### src/rtl/px_ctrl_pkg.sv
// Shared types and helpers for the PxSensor frame sequencer.
// Gray-coded conversion is enabled by defining PX_CTRL_GRAY_EN.
package px_ctrl_pkg;

  localparam int unsigned CNT_W  = 8;
  localparam int unsigned TIME_W = 16;

  typedef enum logic [2:0] {
    ST_IDLE,
    ST_ERASE,
    ST_EXPOSE,
    ST_CONVERT,
    ST_TURN,
    ST_READOUT
  } px_state_e;

  // Per-row readout sub-phase: select, capture, then hold valid until accepted
  typedef enum logic [1:0] {
    RD_SEL,
    RD_CAP,
    RD_VALID
  } px_rd_phase_e;

  function automatic logic [CNT_W-1:0] bin2gray(input logic [CNT_W-1:0] b);
    return b ^ (b >> 1);
  endfunction

  function automatic logic [CNT_W-1:0] gray2bin(input logic [CNT_W-1:0] g);
    logic [CNT_W-1:0] b;
    b[CNT_W-1] = g[CNT_W-1];
    for (int i = int'(CNT_W) - 2; i >= 0; i--) begin
      b[i] = b[i+1] ^ g[i];
    end
    return b;
  endfunction

endpackage

### src/rtl/px_ramp_counter.sv
// Conversion step counter with two-phase RAMP strobe (strobe cycle, then count cycle).
// With PX_CTRL_GRAY_EN defined the driven count is Gray-coded.
module px_ramp_counter
  import px_ctrl_pkg::*;
#(
  parameter int unsigned CONV_STEPS = 256
) (
  input  logic             CLK,
  input  logic             RESET,
  input  logic             start,
  output logic             ramp,
  output logic [CNT_W-1:0] cnt_data,
  output logic             done_c
);

  localparam logic [CNT_W-1:0] LAST_STEP = CNT_W'(CONV_STEPS - 1);

  logic             active;
  logic [CNT_W-1:0] step;
  logic [CNT_W-1:0] step_inc;
  logic [CNT_W-1:0] step_enc_c;

  assign step_inc = step + CNT_W'(1);

`ifdef PX_CTRL_GRAY_EN
  assign step_enc_c = bin2gray(step_inc);
`else
  assign step_enc_c = step_inc;
`endif

  // Final count cycle of the last step; the FSM leaves CONVERT on this edge
  assign done_c = active && !ramp && (step == LAST_STEP);

  always_ff @(posedge CLK) begin
    if (RESET) begin
      active   <= 1'b0;
      ramp     <= 1'b0;
      step     <= '0;
      cnt_data <= '0;
    end else if (start) begin
      active   <= 1'b1;
      ramp     <= 1'b1;
      step     <= '0;
      cnt_data <= '0;
    end else if (active) begin
      if (ramp) begin
        ramp <= 1'b0;
      end else if (step == LAST_STEP) begin
        active   <= 1'b0;
        step     <= '0;
        cnt_data <= '0;
      end else begin
        ramp     <= 1'b1;
        step     <= step_inc;
        cnt_data <= step_enc_c;
      end
    end
  end

endmodule

### src/rtl/px_sensor_ctrl.sv
// Frame sequencer for a PxSensor pixel column: erase, expose, ramp conversion, row readout.
// Define PX_CTRL_GRAY_EN for a Gray-coded ramp count and Gray-decoded pixel capture.
module px_sensor_ctrl
  import px_ctrl_pkg::*;
#(
  parameter int unsigned NUM_ROWS     = 2,
  parameter int unsigned ERASE_CYCLES = 4,
  parameter int unsigned CONV_STEPS   = 256,
  parameter int unsigned ROW_W        = (NUM_ROWS > 1) ? $clog2(NUM_ROWS) : 1
) (
  input  logic                CLK,
  input  logic                RESET,
  input  logic                START,
  input  logic [TIME_W-1:0]   EXPOSE_TIME,
  output logic                BUSY,
  output logic                DONE,
  output logic                ERASE,
  output logic                EXPOSE,
  output logic                RAMP,
  output logic                CNT_OE,
  output logic [CNT_W-1:0]    CNT_DATA,
  output logic [NUM_ROWS-1:0] READ,
  input  logic [CNT_W-1:0]    DATA_IN,
  output logic [CNT_W-1:0]    PIX_OUT,
  output logic [ROW_W-1:0]    PIX_ROW,
  output logic                PIX_VALID,
  input  logic                PIX_READY
);

  localparam logic [TIME_W-1:0] ERASE_LAST = TIME_W'(ERASE_CYCLES - 1);
  localparam logic [ROW_W-1:0]  LAST_ROW   = ROW_W'(NUM_ROWS - 1);

  px_state_e           state_q, state_d;
  px_rd_phase_e        rd_ph_q, rd_ph_d;
  logic [TIME_W-1:0]   tmr_q, tmr_d;
  logic [TIME_W-1:0]   exp_time_q, exp_time_d;
  logic [ROW_W-1:0]    row_q, row_d;

  logic                ramp_start_c;
  logic                ramp_done_c;
  logic                capture_c;
  logic [CNT_W-1:0]    pix_dec_c;

  logic                busy_d, done_d, erase_d, expose_d, cnt_oe_d, valid_d;
  logic [NUM_ROWS-1:0] read_d;

`ifdef PX_CTRL_GRAY_EN
  assign pix_dec_c = gray2bin(DATA_IN);
`else
  assign pix_dec_c = DATA_IN;
`endif

  px_ramp_counter #(
    .CONV_STEPS (CONV_STEPS)
  ) u_ramp (
    .CLK      (CLK),
    .RESET    (RESET),
    .start    (ramp_start_c),
    .ramp     (RAMP),
    .cnt_data (CNT_DATA),
    .done_c   (ramp_done_c)
  );

  // Next-state logic; outputs are then decoded from the next state so they register in step
  always_comb begin
    state_d      = state_q;
    rd_ph_d      = rd_ph_q;
    tmr_d        = tmr_q;
    exp_time_d   = exp_time_q;
    row_d        = row_q;
    ramp_start_c = 1'b0;
    capture_c    = 1'b0;
    done_d       = 1'b0;

    case (state_q)
      ST_IDLE: begin
        if (START) begin
          state_d    = ST_ERASE;
          tmr_d      = '0;
          exp_time_d = EXPOSE_TIME;
        end
      end
      ST_ERASE: begin
        if (tmr_q == ERASE_LAST) begin
          tmr_d = '0;
          if (exp_time_q == '0) begin
            state_d      = ST_CONVERT;
            ramp_start_c = 1'b1;
          end else begin
            state_d = ST_EXPOSE;
          end
        end else begin
          tmr_d = tmr_q + TIME_W'(1);
        end
      end
      ST_EXPOSE: begin
        if (tmr_q == exp_time_q - TIME_W'(1)) begin
          tmr_d        = '0;
          state_d      = ST_CONVERT;
          ramp_start_c = 1'b1;
        end else begin
          tmr_d = tmr_q + TIME_W'(1);
        end
      end
      ST_CONVERT: begin
        if (ramp_done_c) begin
          state_d = ST_TURN;
        end
      end
      ST_TURN: begin
        state_d = ST_READOUT;
        row_d   = '0;
        rd_ph_d = RD_SEL;
      end
      ST_READOUT: begin
        case (rd_ph_q)
          RD_SEL: rd_ph_d = RD_CAP;
          RD_CAP: begin
            rd_ph_d   = RD_VALID;
            capture_c = 1'b1;
          end
          RD_VALID: begin
            if (PIX_READY) begin
              rd_ph_d = RD_SEL;
              if (row_q == LAST_ROW) begin
                state_d = ST_IDLE;
                done_d  = 1'b1;
              end else begin
                row_d = row_q + ROW_W'(1);
              end
            end
          end
          default: rd_ph_d = RD_SEL;
        endcase
      end
      default: state_d = ST_IDLE;
    endcase

    busy_d   = (state_d != ST_IDLE);
    erase_d  = (state_d == ST_ERASE);
    expose_d = (state_d == ST_EXPOSE);
    cnt_oe_d = (state_d == ST_CONVERT);
    valid_d  = (state_d == ST_READOUT) && (rd_ph_d == RD_VALID);
    read_d   = '0;
    if ((state_d == ST_READOUT) && (rd_ph_d != RD_VALID)) begin
      read_d = NUM_ROWS'(1) << row_d;
    end
  end

  always_ff @(posedge CLK) begin
    if (RESET) begin
      state_q    <= ST_IDLE;
      rd_ph_q    <= RD_SEL;
      tmr_q      <= '0;
      exp_time_q <= '0;
      row_q      <= '0;
      BUSY       <= 1'b0;
      DONE       <= 1'b0;
      ERASE      <= 1'b0;
      EXPOSE     <= 1'b0;
      CNT_OE     <= 1'b0;
      READ       <= '0;
      PIX_OUT    <= '0;
      PIX_ROW    <= '0;
      PIX_VALID  <= 1'b0;
    end else begin
      state_q    <= state_d;
      rd_ph_q    <= rd_ph_d;
      tmr_q      <= tmr_d;
      exp_time_q <= exp_time_d;
      row_q      <= row_d;
      BUSY       <= busy_d;
      DONE       <= done_d;
      ERASE      <= erase_d;
      EXPOSE     <= expose_d;
      CNT_OE     <= cnt_oe_d;
      READ       <= read_d;
      PIX_VALID  <= valid_d;
      if (capture_c) begin
        PIX_OUT <= pix_dec_c;
        PIX_ROW <= row_q;
      end
    end
  end

endmodule

### config.mk
export PLATFORM = sky130hd
export DESIGN_NAME = px_sensor_ctrl
export DESIGN_NICKNAME = d
export VERILOG_FILES = /design/src/rtl/px_ctrl_pkg.sv /design/src/rtl/px_ramp_counter.sv /design/src/rtl/px_sensor_ctrl.sv
export SDC_FILE = /design/constraint.sdc
export NUM_CORES = 1
export LEC_CHECK = 0
export ABC_CLOCK_PERIOD_IN_PS = 5500
export CORE_MARGIN = 8
export CORE_UTILIZATION = 30
export DETAILED_ROUTE_END_ITERATION = 8
export GPL_ROUTABILITY_DRIVEN = 1
export PLACE_DENSITY = 0.52
export SYNTH_ARGS = -nofsm -noshare
export SYNTH_HDL_FRONTEND = slang
export SYNTH_HIERARCHICAL = 1
export SYNTH_SLANG_ARGS = --single-unit
export TNS_END_PERCENT = 1
### constraint.sdc
create_clock -name CLK -period 5.5 [get_ports CLK]
set_clock_uncertainty 0.1 [all_clocks]
set_input_delay 1.1 -clock CLK [delete_from_list [all_inputs] [get_ports CLK]]
set_output_delay 1.1 -clock CLK [all_outputs]
set_load 0.02 [all_outputs]
==> Word-level counts from Yosys, hierarchy flattened <==
Index checks and enable logic that the tools add are counted.
{ "op_classes": {"add_sub_neg": 4, "n_eq_ne": 17, "n_shift": 1, "mux": 35, "n_bitwise": 5, "n_reduce_logical": 17} }
{ "ops": {"columns": ["operator", "count"], "rows": [
  ["two-way mux 16 bit", 3],
  ["case mux 16 bit (3 select lines)", 1],
  ["two-way mux 3 bit", 7],
  ["case mux 3 bit (6 select lines)", 1],
  ["two-way mux 1 bit", 17],
  ["adder 16 x 1 -> 16 bit (second input constant)", 1],
  ["equality test 16 bit", 1],
  ["equality test 16 x 2 -> 1 bit (second input constant)", 1],
  ["zero test 16 bit", 1],
  ["subtractor 16 x 1 -> 16 bit (second input constant)", 1],
  ["equality test 3 x 2 -> 1 bit (second input constant)", 4],
  ["equality test 3 bit (second input constant)", 3],
  ["adder 8 x 1 -> 8 bit (second input constant)", 1],
  ["equality test 8 bit (second input constant)", 1],
  ["two-way mux 8 bit", 1],
  ["equality test 3 x 1 -> 1 bit (second input constant)", 2],
  ["case mux 2 bit (3 select lines)", 1],
  ["AND reduction 2 bit", 3],
  ["nonzero test 3 bit", 2],
  ["NOT 1 bit", 5],
  ["equality test 2 bit (second input constant)", 2],
  ["logical AND 1 bit", 4],
  ["!= test 2 bit (second input constant)", 2],
  ["case mux 1 bit (2 select lines)", 2],
  ["other kinds (11)", 12]
]} }
{ "totals": {"reg_bits": 65, "in_bits": 28, "output_inout_bits": 26, "elab_cells": 96} }

==> Depth between registers and ports, before layout <==
Gate-level depths: netlist of the first run.
{ "depth": {"word_depth": 9, "mapped_depth": 13, "depth_no_buf": 12} }

==> Hierarchy <==
Netlist of the first run, hierarchy kept.
{ "by_module_without_submodules": {"columns": ["mod", "instances", "cells_each", "area_per_inst_um2", "seq_area_each_um2"], "rows": [
  ["px_sensor_ctrl", 1, 367, 3060.4, 1101.1],
  ["px_ramp_counter", 1, 57, 485.5, 200.2]
]} }

==> Worst setup path before layout of the first run <==
Ideal clock, no wire load.
{ "synth_timing": {"path_kind": "reg-to-reg", "start": "register exp_time_q[0]", "end": "register u_ramp.step[0]", "setup_time_ns": 0.130, "t_arrival_ns": 2.684, "required_ns": 5.270, "slack_ns": 2.586, "path_stages_with_launch": 14, "path_buffers": 1, "period_less_slack_ns": 2.914, "cell_sequence": "dfxtp_1 -> inv_1 -> ha_1 -> nor4b_2 -> nand3b_1 -> xnor2_1 -> a2111oi_4 -> nand4b_1 -> o31a_4 -> inv_1 -> or2_2 -> clkbuf_1 -> or3_1 -> o21ai_0"} }
{ "synth_between": {"elab_chain_len": 5, "word_cells_on_any_way": 8, "cone_classes": "add/sub (1); eq/ne (1); mux (4); reduce/logical (2)"} }
{ "synth_rtl": {"columns": ["element", "line", "text"], "rows": [
  ["start, declared", "px_sensor_ctrl.sv:36", "logic [TIME_W-1:0] exp_time_q, exp_time_d;"],
  ["start signal, assigned", "px_sensor_ctrl.sv:170", "exp_time_q <= exp_time_d;"],
  ["subtractor 16 x 1 -> 16 bit / zero test 16 bit (equally long branches)", "px_sensor_ctrl.sv:97, px_sensor_ctrl.sv:86", null],
  ["equality test 16 bit / two-way mux 1 bit (equally long branches)", "px_sensor_ctrl.sv:97, px_sensor_ctrl.sv:86", null],
  ["two-way mux 1 bit (on tied branches)", "px_sensor_ctrl.sv:97, px_sensor_ctrl.sv:84", null],
  ["case mux 1 bit (2 select lines) *", "px_sensor_ctrl.sv:75", "case (state_q)"],
  ["named net ramp_start_c", "px_sensor_ctrl.sv:39", "logic ramp_start_c;"],
  ["OR reduction 2 bit (no source line) *", null, null],
  ["end signal, assigned", "px_ramp_counter.sv:54", "step <= step_inc;"],
  ["end, declared", "px_ramp_counter.sv:19", "logic [CNT_W-1:0] step;"]
]} }
The timed path passes the listed nets; every way through them passes the cells marked *.
A chain may end at the register's enable or synchronous reset.

==> Final worst setup path of the first run <==
{ "layout_timing": {"start": "input port START", "end": "register tmr_q[9]"} }
{ "layout_between": {"elab_chain_len": 2} }
{ "layout_rtl": {"columns": ["element", "line", "text"], "rows": [
  ["start, declared", "px_sensor_ctrl.sv:13", "input logic START,"],
  ["!= test 2 bit (no source line)", null, null],
  ["AND reduction 2 bit (no source line)", null, null],
  ["end signal, assigned", "px_sensor_ctrl.sv:169", "tmr_q <= tmr_d;"],
  ["end, declared", "px_sensor_ctrl.sv:35", "logic [TIME_W-1:0] tmr_q, tmr_d;"]
]} }
No other way between the ends.

==> results of run 1 <==
[cell usage after synthesis, types with 6 or more instances]
library cell | n | area share
dfxtp_1 | 65 | 0.37
nand2_1 | 57 | 0.060
a21oi_1 | 44 | 0.062
nor2_1 | 43 | 0.046
nand3_1 | 19 | 0.027
xor2_1 | 19 | 0.047
clkbuf_1 | 14 | 0.015
xnor2_1 | 12 | 0.030
inv_1 | 11 | 0.012
mux2i_1 | 11 | 0.031
nand4_1 | 9 | 0.016
nor3_1 | 8 | 0.011
nand3b_1 | 7 | 0.015
o21ai_0 | 7 | 0.0099
nand2b_1 | 6 | 0.011
or3_1 | 6 | 0.011
[cell usage in the layout (no fill, tap or decap), types with 6 or more instances in the layout]
master           Yosys  layout
nand3b_1             7       7
clkbuf_16            0       9
xor2_1              19      19
mux2i_1             11      11
dfxtp_1             65      65
nor3_1               8       8
nand2b_1             6       6
or3_1                6       6
inv_1               11      11
clkdlybuf4s50_1      0      52
nand4_1              9       9
a21oi_1             44      44
nand2_1             57      57
xnor2_1             12      12
o21ai_0              7       7
nand3_1             19      19
nor2_1              43      43
[state kept, by name (all words and copies together) (netlist names)]
signal         cells
BUSY               1
CNT_OE             1
DONE               1
ERASE              1
EXPOSE             1
PIX_OUT            8
PIX_ROW            1
PIX_VALID          1
READ               2
exp_time_q        16
rd_ph_q            2
row_q              1
state_q            3
tmr_q             16
u_ramp/active      1
u_ramp/ramp        1
u_ramp/step        8
[worst max-delay path by stage]
| stage | start | end |
|---|---|---|
| after floorplan | exp_time_q[0]$_SDFFE_PP0P_ | u_ramp/step[0]$_SDFFE_PP0N_ |
| after global placement | START | tmr_q[9]$_SDFFE_PP0P_ |
| after detailed placement | START | tmr_q[14]$_SDFFE_PP0P_ |
| after CTS | START | tmr_q[9]$_SDFFE_PP0P_ |
| after global routing | START | tmr_q[4]$_SDFFE_PP0P_ |
| final | START | tmr_q[9]$_SDFFE_PP0P_ |
[layout make-up]
cell class / count / area (sq um)
Timing Repair Buffer: 54 / 533
Clock inverter: 6 / 70.1
Fill cell: 1157 / 7060
Tap cell: 143 / 179
Sequential cell: 65 / 1300
Clock buffer: 9 / 225
Multi-Input combinational cell: 323 / 2050
Inverter: 11 / 41.3
[cells by family after synthesis]
family,Yosys count,share of synthesized area
AND/OR/NAND/NOR,196,0.294
buffers and inverters,36,0.0554
AO/OA/AOI/OAI,80,0.159
flip-flops,65,0.367
XOR/XNOR,31,0.0766
multiplexers,13,0.0374
adder cells (fa/ha/maj),3,0.0106
[worst register-to-register path, delay by kind of cell (launching register included)]
kind / cells / cell delay, ns
AO/OA/AOI/OAI: 3 / 0.86
XOR/XNOR: 1 / 0.19
adder cells (fa/ha/maj): 1 / 0.22
buffers and inverters: 2 / 0.22
flip-flops: 1 / 0.35
AND/OR/NAND/NOR: 5 / 1.14
[where the power goes]
group | internal [W] | switching [W]
registers | 0.000482 | 0.0000197
logic | 0.0000662 | 0.0000735
clock network | 0.000349 | 0.000216
total | 0.000898 | 0.000310
[routing by layer]
layer | GRT usage | vias up | wire (um)
met4 | 0.0532 | 0 | 170
met2 | 0.169 | 70 | 3790
met1 | 0.142 | 1432 | 4100
met5 | 0 | - | 0
li1 | - | 1572 | -
met3 | 0.0417 | 14 | 540
[stage by stage]
step,std cells,util,hold slack (ns),area [sq um]
final,611,0.384,0.385,4400
after global routing,611,0.384,0.425,4400
after CTS,611,0.384,0.388,4400
after detailed placement,596,0.358,0.380,4110
after global placement,596,0.358,0.370,4110
after floorplan,424,-,0.353,3550
==> run summary, run 1 <==
CTS tree: built
Worst Path Max Fanout: 14
CTS H-Tree Depth: 3
Synth Instances: 424
GRT Residual Overflow: 0
Core ar.: 11500 sq um
Final Net Count: 495
Die Y: 125 um
Post-CTS Hold Fix Bufs: 0
hold path cells: 2
CTS max path bufs: 2
top_reg_cell synth: dfxtp_1
Slew Limit Fails: 0
fraction of registers with async set or reset after synthesis: 0
Area Growth Syn to Fin: 24.2%
PwrDens: 274 nW/um^2
Hold Startpoint: exp_time_q[14]$_SDFFE_PP0P_
max-cap check violation count: 0
setup TNS: 0 ns
slew margin rel.: 0.289
FF-to-FF End: u_ramp/step[0]$_SDFFE_PP0N_
status: finished clean
CP Cell Sequence: clkdlybuf4s50_1, nor3_1, a211oi_1, nor2_1, a21oi_1, a21oi_1
Worst R2R Path Depth: 12
number of remaining DRC errors: 0
largest net degree at the start of global routing: 46
CP endpoint kind: flip-flop
final setup fails: 0
gr usage total: 0.114
total CTS buffers: 9
clock latency on the worst-skew pair: 0.33 ns
drt wl/cell: 14.1 um
Final Cycle Share: 0.594
worst-margin pin slew: 1.07 ns
Worst R2R Start: exp_time_q[0]$_SDFFE_PP0P_
Post-Route WL: 8.59 mm
die span in x: 125 um
Initial Utilization: 0.309
Post-Synthesis Cell Area: 3550 sq um
die area: 15600 sq um
Avg Inst Size Synth: 8.36 sq um
fmax: 306 MHz
CTS resizes: 0
CP bufs+invs: 1
initial antenna violation count: 0
Worst path slowest cell: a21oi_1
total power draw: 0.00121 W
pre-CTS setup slack: 1.89 ns
first-pass GRT wire length: 14.8 mm
crit path kind: in2reg
n_diodes: 0
Worst setup SP type: primary input
Leak: 1.54 nW
Final Hold Viols: 0
cell mode on critical path: a21oi_1
vias per cell: 5.05
Hold Path End: exp_time_q[14]$_SDFFE_PP0P_
register area share after synthesis: 0.367
Worst R2R Setup Slack: 2.30 ns
critical path's top delay family: compound AO/OA/AOI/OAI gates
stages on the worst setup path: 6
WP data required: 5.58 ns
worst min-delay path class: reg2reg
Slowest Stage Delay on Critical Path: 0.86 ns
unrepaired setup endpoints after global routing: false
Root Buffer: clkbuf_16
Seq cells post-synth: 65
peak supply drop: 0.000169 V
CTS sink cnt: 65
row count: 39
Post-DRT Antenna Nets: 0
vias in the first global route: 3060
distinct cell type count after synthesis: 65
clock transition at the registers of the reported paths: 0.06 ns
number of synthesized flops with an enable pin: 0
Arrival @ worst endpoint: 3.34 ns
initial DRC count: 191
Synth warnings: 6
post-synth net total: 455
vias: 3088
num ports: 54
1st-pass router iterations: 6
Post-CTS Setup Bufs: 0
IO buf count: 53
GPL Wtd Cong: 0.810
Tmin final: 3.27 ns
final worst setup slack: 2.23 ns
Post-DP HPWL: 6.22 mm
layout cell share with drive strength beyond 1: 0.0962
No activity file was read; power rests on OpenSTA's default activity.
==> run 2, diff against run 1 <==
--- a/config.mk
+++ b/config.mk
@@ -5,12 +5,12 @@
 export SDC_FILE = /design/constraint.sdc
 export NUM_CORES = 1
 export LEC_CHECK = 0
-export ABC_CLOCK_PERIOD_IN_PS = 5500
+export ABC_CLOCK_PERIOD_IN_PS = 2600
 export CORE_MARGIN = 8
 export CORE_UTILIZATION = 30
 export DETAILED_ROUTE_END_ITERATION = 8
 export GPL_ROUTABILITY_DRIVEN = 1
-export PLACE_DENSITY = 0.52
+export PLACE_DENSITY = 0.54
 export SYNTH_ARGS = -nofsm -noshare
 export SYNTH_HDL_FRONTEND = slang
 export SYNTH_HIERARCHICAL = 1
==> constraint.sdc (replaced) <==
create_clock -name CLK -period 2.6 [get_ports CLK]
set_clock_uncertainty 0.1 [all_clocks]
set_input_delay 0.52 -clock CLK [delete_from_list [all_inputs] [get_ports CLK]]
set_output_delay 0.52 -clock CLK [all_outputs]
set_load 0.02 [all_outputs]
==> run 2 against run 1 <==
The run now ends with setup timing left. Combinational power increased to 2.7 times the previous value. Final cell count is 7.4% higher. Final area increased by 9.9%. Sequential share of layout area fell by 2.5 points. Die area unchanged. Utilization is 3.8 points higher. Power up 120%. Worst hold slack better by 0.0036 ns. Clock power grew 110%. Register-to-register slack worse by 2.3 ns.
==> run summary, run 2 (same netlist as run 1, synthesis figures left out) <==
failing checks: setup timing
total CTS buffers: 9
worst-margin pin slew: 0.511 ns
layout cell share with drive strength beyond 1: 0.187
Post-DRT Antenna Nets: 0
Worst R2R Start: exp_time_q[1]$_SDFFE_PP0P_
worst min-delay path class: reg2reg
CTS tree: built
CP endpoint kind: flip-flop
die span in x: 125 um
clock latency on the worst-skew pair: 0.33 ns
Final Hold Viols: 0
Hold Path End: rd_ph_q[1]$_SDFF_PP0_
Slew Limit Fails: 0
Arrival @ worst endpoint: 2.80 ns
Post-DP HPWL: 6.67 mm
switching part of the total: 0.255
Core ar.: 11500 sq um
GRT Residual Overflow: 0
first-pass GRT wire length: 15.2 mm
final core occ: 0.422
IO buf count: 53
P_sw: 0.000667 W
num ports: 54
pre-CTS setup slack: -0.190 ns
crit path kind: reg2reg
Hold Startpoint: rd_ph_q[1]$_SDFF_PP0_
Leak: 1.81 nW
total power draw: 0.00262 W
slew margin rel.: 0.658
Regs by FF count: exp_time_q x16, tmr_q x16
Final Cycle Share: 1.01
Root Buffer: clkbuf_16
largest net degree at the start of global routing: 34
FF-to-FF End: u_ramp/step[0]$_SDFFE_PP0N_
fin cells: 656
Post-Route WL: 8.75 mm
drt wl/cell: 13.3 um
hold path cells: 2
placed cell area: 4480 sq um
GPL Wtd Cong: 0.853
vias in the first global route: 3154
Comb power frac: 0.145
PwrDens: 541 nW/um^2
Critical Path Source: exp_time_q[1]$_SDFFE_PP0P_
Power Internal: 0.00195 W
fmax: 379 MHz
n_diodes: 0
status: finished with violations
WP data required: 2.77 ns
Area Growth Syn to Fin: 36.6%
post-route cell area: 4840 sq um
peak supply drop: 0.000356 V
initial DRC count: 135
row count: 39
clock share of power: 0.456
vias: 3182
commonest non-fill, non-tap cell in the layout: dfxtp_1
final worst setup slack: -0.0367 ns
Placed Cells: 638
commonest cells after routing, fill and taps aside: dfxtp_1 (62), nand2_1 (57), clkdlybuf4s50_1 (53)
Final Net Count: 539
1st-pass router iterations: 4
clock transition at the registers of the reported paths: 0.06 ns
gr usage total: 0.115
Worst Path Max Fanout: 5
Die Y: 125 um
final setup fails: 1
sequential share of power: 0.399
CTS sink cnt: 65
Worst R2R Path Depth: 11
Post-CTS Hold Fix Bufs: 0
die area: 15600 sq um
CTS max path bufs: 2
Worst setup SP type: flip-flop
CTS H-Tree Depth: 3
max-cap check violation count: 0
unrepaired setup endpoints after global routing: true
Tmin final: 2.64 ns
number of remaining DRC errors: 0
Initial Utilization: 0.309
vias per cell: 4.85
Worst R2R Setup Slack: -0.04 ns
initial antenna violation count: 0
-- run 2: cell types whose count changed in the layout (fill, tap and decap cells not counted), sizes merged --
cell | previous run | this run
clkdlybuf4s50 | 52 | 53
buf | 2 | 45
clkinv | 2 | 6
clkinvlp | 3 | 0
-- run 2: final cells by class --
cell class,instances,area [sq um]
clock buffer,9,225
clock inverter,7,71.3
fill,1140,6630
inverter,11,43.8
multi-input combinational,323,2110
sequential,65,1310
tap,143,179
timing repair buffer,98,906
-- run 2: power groups by stage --
stage / clock (W) / combinational, W / sequential [W]
after floorplan: 0 / 0.000223 / 0.00107
after global placement: 0 / 0.000363 / 0.00107
after detailed placement: 0 / 0.000368 / 0.00107
after CTS: 0.00122 / 0.000379 / 0.00105
after global routing: 0.00128 / 0.000420 / 0.00105
final: 0.00120 / 0.000379 / 0.00105
-- run 2: worst max path at each step --
| stage | endpoint | slack [ns] | cells past startpoint |
|---|---|---|---|
| 4_1_cts | u_ramp/step[0]$_SDFFE_PP0N_ | -0.06 | 10 |
| 2_1_floorplan | u_ramp/step[0]$_SDFFE_PP0N_ | -0.19 | 11 |
| 6_report | u_ramp/step[0]$_SDFFE_PP0N_ | -0.04 | 11 |
| 5_1_grt | u_ramp/step[0]$_SDFFE_PP0N_ | -0.21 | 10 |
| 3_3_place_gp | u_ramp/step[0]$_SDFFE_PP0N_ | -0.11 | 12 |
| 3_5_place_dp | u_ramp/step[0]$_SDFFE_PP0N_ | -0.19 | 12 |
-- run 2: layer usage --
metal,track usage,vias up,wire length [um],part of all wire
met3,0.0362,9,349,0.040
met5,0,-,0,0
met2,0.180,45,3940,0.45
li1,-,1666,-,-
met1,0.143,1462,4330,0.49
met4,0.0418,0,131,0.015
-- run 2: what timing repair did --
action / 4_1_cts / 5_1_grt
gates resized for setup: 5 / 2
hold endpoints to repair: 0 / 0
setup endpoints to repair: 16 / 31
pin swaps: 7 / 4
buffers inserted: 2 / 0
-- run 2: worst max-delay path, cell delays in order (launching register included) --
cell and delay, ns:
dfxtp_1 0.31, buf_4 0.14, nor3_4 0.19, nand4_1 0.17
mux2_4 0.34, a311oi_2 0.25, or2_1 0.16, o31a_4 0.19
inv_4 0.05, or2_4 0.24, or3_1 0.34, o21ai_1 0.11
-- run 2: metrics by stage --
stage / TNS [ns] / hold slack (ns)
floorplan: -0.210 / 0.353
global placement: -0.921 / 0.367
detailed placement: -2.00 / 0.374
CTS: -0.173 / 0.390
global route: -0.934 / 0.423
finish: -0.0367 / 0.389
